$ cat src/rtl/register_file_sb.sv
// register_file_sb: register file for the multicycle CPU datapath.
// It has two combinational read ports, one synchronous write port and an
// optional write-to-read bypass. A pending bit per register records the
// destination of each in-flight instruction, so control can stall on
// RAW and WAW hazards.
module register_file_sb #(
    parameter int XLEN     = 32,
    parameter int NREG     = 32,
    parameter int AW       = $clog2(NREG),
    parameter bit ZERO_REG = 1'b1,
    parameter bit BYPASS   = 1'b1
) (
    input  logic            clk,
    input  logic            rst,
    input  logic [AW-1:0]   rs1_add,
    input  logic [AW-1:0]   rs2_add,
    output logic [XLEN-1:0] rd1,
    output logic [XLEN-1:0] rd2,
    input  logic            we,
    input  logic [AW-1:0]   rd_add,
    input  logic [XLEN-1:0] wr_data,
    input  logic            issue_valid,
    input  logic [AW-1:0]   issue_rd,
    output logic            issue_ready,
    output logic            busy1,
    output logic            busy2,
    output logic [AW:0]     pending_cnt
);

    logic [XLEN-1:0] regs_q [NREG];
    logic [NREG-1:0] pending_q;
    logic [NREG-1:0] pending_d;
    logic [AW:0]     cnt_q;
    logic [AW:0]     cnt_d;

    logic wr_en;        // write that actually lands in storage
    logic issue_zero;   // issue aimed at the hardwired zero register
    logic issue_acc;    // accepted issue that marks a real register
    logic set_new;      // pending bit goes 0 -> 1 this edge
    logic clr_hit;      // pending bit goes 1 -> 0 this edge

    assign wr_en      = we && !(ZERO_REG && (rd_add == '0));
    assign issue_zero = ZERO_REG && (issue_rd == '0);

    // Issue is allowed when the slot is free or is being freed by this cycle's write
    always_comb begin
        issue_ready = 1'b1;
        if (!rst && !issue_zero)
            issue_ready = !pending_q[issue_rd] || (we && (rd_add == issue_rd));
    end

    // Next pending vector: the write clears first, then an accepted issue sets (set wins)
    always_comb begin
        pending_d = pending_q;
        issue_acc = issue_valid && issue_ready && !issue_zero;
        set_new   = issue_acc && !pending_q[issue_rd];
        clr_hit   = we && pending_q[rd_add] && !(issue_acc && (issue_rd == rd_add));
        if (we)
            pending_d[rd_add] = 1'b0;
        if (issue_acc)
            pending_d[issue_rd] = 1'b1;
        if (ZERO_REG)
            pending_d[0] = 1'b0;
        cnt_d = cnt_q + {{AW{1'b0}}, set_new} - {{AW{1'b0}}, clr_hit};
    end

    // Data storage: one register per entry, each with its own write decode
    generate
        for (genvar gi = 0; gi < NREG; gi++) begin : g_reg
            always_ff @(posedge clk or posedge rst) begin
                if (rst)
                    regs_q[gi] <= '0;
                else if (wr_en && (rd_add == AW'(gi)))
                    regs_q[gi] <= wr_data;
            end
        end
    endgenerate

    // Pending bits and their population count update on the same edge
    always_ff @(posedge clk or posedge rst) begin
        if (rst) begin
            pending_q <= '0;
            cnt_q     <= '0;
        end else begin
            pending_q <= pending_d;
            cnt_q     <= cnt_d;
        end
    end

    assign pending_cnt = cnt_q;

    // Read port 1: zero register, then bypass, then storage
    always_comb begin
        rd1   = '0;
        busy1 = 1'b0;
        if (!rst && !(ZERO_REG && (rs1_add == '0))) begin
            if (BYPASS && we && (rd_add == rs1_add)) begin
                rd1 = wr_data;
            end else begin
                rd1   = regs_q[rs1_add];
                busy1 = pending_q[rs1_add];
            end
        end
    end

    // Read port 2: same priority as port 1
    always_comb begin
        rd2   = '0;
        busy2 = 1'b0;
        if (!rst && !(ZERO_REG && (rs2_add == '0))) begin
            if (BYPASS && we && (rd_add == rs2_add)) begin
                rd2 = wr_data;
            end else begin
                rd2   = regs_q[rs2_add];
                busy2 = pending_q[rs2_add];
            end
        end
    end

endmodule

$ cat config.mk
export PLATFORM = sky130hd
export DESIGN_NAME = register_file_sb
export DESIGN_NICKNAME = d
export VERILOG_FILES = /design/src/rtl/register_file_sb.sv
export SDC_FILE = /design/constraint.sdc
export NUM_CORES = 2
export LEC_CHECK = 0
export BUFFER_PORTS_ARGS = -buffer_cell sky130_fd_sc_hd__buf_4
export CORE_MARGIN = 1.5
export CORE_UTILIZATION = 55
export CTS_CLUSTER_SIZE = 24
export DETAILED_ROUTE_END_ITERATION = 12
export HOLD_SLACK_MARGIN = 0.12
export PLACE_DENSITY = 0.79
export SETUP_SLACK_MARGIN = 0.5
export SYNTH_ARGS = -nofsm -noshare
export SYNTH_HDL_FRONTEND = slang
export SYNTH_SLANG_ARGS = --single-unit
$ cat constraint.sdc
create_clock -name clk -period 36.8 [get_ports clk]
set_input_delay 3.68 -clock clk [delete_from_list [all_inputs] [get_ports clk]]
set_output_delay 3.68 -clock clk [all_outputs]
set_load 0.02 [all_outputs]
==> reports/results.txt <==
The flow ran to the end, but the final reports show violations. The checks that failed: DRC. In the post-synthesis netlist, the biggest area contributors are dfrtp_1 45%, mux2_2 18%, mux4_2 15%, mux2i_1 5.5%, a221oi_1 2.3%.

The tools report the number of top-level pins as 129. The routed design has 176000 um of wire. STA puts the critical path data arrival time at 8.01 ns. The first global-routing pass estimated 264000 um of wire. The cell at the slowest stage of the critical path was a211oi_1. The register clock-pin slew on the reported worst setup and hold paths is 0.06 ns.

The synthesized design contains 0 enable-type register cells. The cell type with the highest occurrence count on the critical path was buf_4. The fraction of layout cells with a size suffix above 1 came out at 0.433.

The post-route clock period utilization is 0.318, and the floorplan die area is 108000 um2. TritonCTS built the clock tree. Count of pins over their slew limit: 0. Proportion of register bits with asynchronous set or reset after synthesis: 1.00. Transition time at the pin with the least slew margin: 1.20 ns. Ranked by instance count, the synthesized netlist is headed by 1061 x dfrtp_1, 915 x mux2_2, 381 x mux4_2, 323 x mux2i_1, 238 x clkbuf_1. The highest clock frequency the design can meet was 85.6 MHz; the initial core utilization was 0.555. Across the routed clock network, the largest skew measured is 0.0102 ns. Setup violations remaining at the end of the flow were counted as 0. The total negative slack was 0 ns; the buffer and inverter count on the worst path was 4. The vertical die dimension was 329 um; the number of antenna-violating nets in the routed design was 0. The longest clock path from root to sink contains 3 buffers. Number of search-and-repair iterations in the first detailed-routing pass: 10. After synthesis, the netlist uses 73 different library cells. In this run the worst hold path is classified as flip-flop to flip-flop. Setup repair after global routing left no endpoint under its margin. For the worst-skew pair, the clock arrives at the later sink with an insertion delay of 0.73 ns.

The area fraction of the dominant cell type after synthesis was 0.454; the routed via count was 40200. The worst setup path is launched from an input pin. The kind of end point of the critical path is an output port. The tools report the largest vdd supply drop as 0.0000388 V. Entering global routing, the biggest net connects 181 pins.

The detailed router finished its first iteration with 5293 violations. The number of hold buffers added after cts is 0. The critical path's largest stage delay was 0.95 ns.

The tools report the number of cells upsized or downsized after cts as 0. In this run the mean area of a mapped cell was 14.0 um2. For this design the static power due to leakage is 27.8 nW. The logs give 40600 for the via count of the first global-routing pass and 0.454 for the part of the Yosys area used for sequential elements.

The tools report the maximum level of the CTS H-tree as 3. The average via count per standard cell was 7.28; the total nets after synthesis was 4240. The number of antenna violations at the first check in global routing was 8; the relative max-transition margin was 0.199. The number of port buffers is 128. Power spread over the standard cell area amounts to 54.7 nW/um2. The most area-hungry cell type in the Yosys netlist was dfrtp_1. Along the worst path, the maximum fanout reaches 79.

For this run, design rule violations remaining after detail routing come to 26. Relative to the synthesized area, the layout overhead comes to 8.74%. STA puts the critical path data required time at 33.12 ns. The tree is rooted in a clkbuf_16. The final-report hold violation count was 0. For the half-perimeter wire length of the detailed placement result, the log shows 98600 um.

The most used standard cell by instance count after synthesis was dfrtp_1. The tool flagged a number of max-cap violations equal to 0. The number of standard cells after synthesis is 4177, and the width of the die is 329 um. For the overall global routing resource usage, the log shows 0.326. The shortest period the worst path allows came out at 11.69 ns.

Kind of cell adding the most delay to the critical path: buffers and inverters. Counting every sink on the clock net gives 1061. The signal on the critical path passes through buf_8 > buf_4 > buf_4 > mux4_2 > mux4_2 > o21ai_1 > a211oi_1 > buf_4. The count of nets after finishing was 4095. Across all register-to-register paths, the minimum setup slack is 33.19 ns. Counting the buffers created by CTS gives 109.

The global-route track usage on met1 is 0.441. For the residual overflow from global routing, the log shows 0. The number of storage elements in the synthesis netlist works out to 1061. In this run the standard cell core region covers 105000 um2. The run gives 0.603 as the post-layout utilization of the core. The category of the most critical setup path is input pin to output port.

The run gives 0.101 as the global routing met3 resource utilization. In this run the cell area of the synthesized design comes to 58500 um2. The total number of placement rows is 119, and the average wire per cell in the routed design is 32.0 um. In the synthesized netlist the dominant register cell turns out to be dfrtp_1. The number of setup buffers added after CTS is 0. The layer flagged by global routing as most heavily used is met2. The number of warnings reported in the yosys synthesis log is 0, and the placer's final routability congestion estimate is 0.924.

The global routing usage on met2 was 0.479.
-- state kept, by name, indices dropped and copies added, names as in the netlist --
register and flops:
pending_q 31, regs_q 1024, pending_cnt 6
-- logic make-up (layout without fill, tap and decap cells) --
| group | after synthesis | count (layout) | share of synthesized area |
|---|---|---|---|
| compound gates | 639 | 639 | 0.0814 |
| buf+inv | 495 | 441 | 0.0425 |
| other cells | 0 | 2 | 0 |
| fa+ha+maj | 7 | 7 | 0.00163 |
| flops | 1061 | 1061 | 0.454 |
| mux | 1699 | 1699 | 0.395 |
| xor+xnor | 20 | 20 | 0.00299 |
| simple gates | 256 | 256 | 0.0222 |
-- where the power goes --
part / switching (mW) / internal [mW]
clock network: 0.490 / 0.681
registers: 0.178 / 1.39
logic: 0.320 / 0.418
-- metal layers --
metal  vias to the layer above  routed length (um)
li1                      15900                   -
met1                     21200               67600
met2                      2482               78200
met3                       593               21100
met4                        14                9400
met5                         -                  77
-- path summary, 6_finish.rpt --
| path | from | to | depth (start not counted) |
|---|---|---|---|
| setup reg to reg | pending_q[9] | pending_cnt[4] | 14 |
| setup / recovery | rs1_add[0] | rd1[16] | 8 |
| max in group asynchronous | rst | regs_q[202] | 6 |
| hold reg to reg | regs_q[1013] | regs_q[1013] | 0 |
| min in group asynchronous | rst | regs_q[1023] | 2 |
| hold / removal | regs_q[1013] | regs_q[1013] | 0 |
-- through the flow --
stage / hold WS, ns / std cells / power [mW] / setup slack (ns) / cell area, um2
2_1_floorplan: 0.441 / 4177 / 2.12 / 3.24 / 58500
3_3_place_gp: 0.376 / 5312 / 2.27 / 25.30 / 59800
3_5_place_dp: 0.383 / 5312 / 2.31 / 25.25 / 59800
4_1_cts: 0.398 / 5514 / 3.48 / 25.24 / 63600
5_1_grt: 0.409 / 5514 / 3.61 / 24.94 / 63600
6_report: 0.399 / 5516 / 3.48 / 25.11 / 63600
-- placed cells by master (no fill, tap or decap), types with 59 or more instances in the layout --
master	n
a221oi_1	155
buf_4	208
mux2i_1	323
mux4_2	381
a22oi_1	150
nand2_1	63
dfrtp_1	1061
mux2_2	915
clkbuf_16	110
a21oi_1	59
o21ai_0	103
-- cell type report --
type	count	area, um2
well taps	1391	1740
multi-input cells	2621	29700
clock inverters	49	642
diodes	2	5.00
fillers	7865	41800
clock buffers	153	3140
inverters	23	93.8
flip-flops and latches	1061	26600
repair buffers	216	1700
Note: power is estimated with default switching activity, not from simulation.
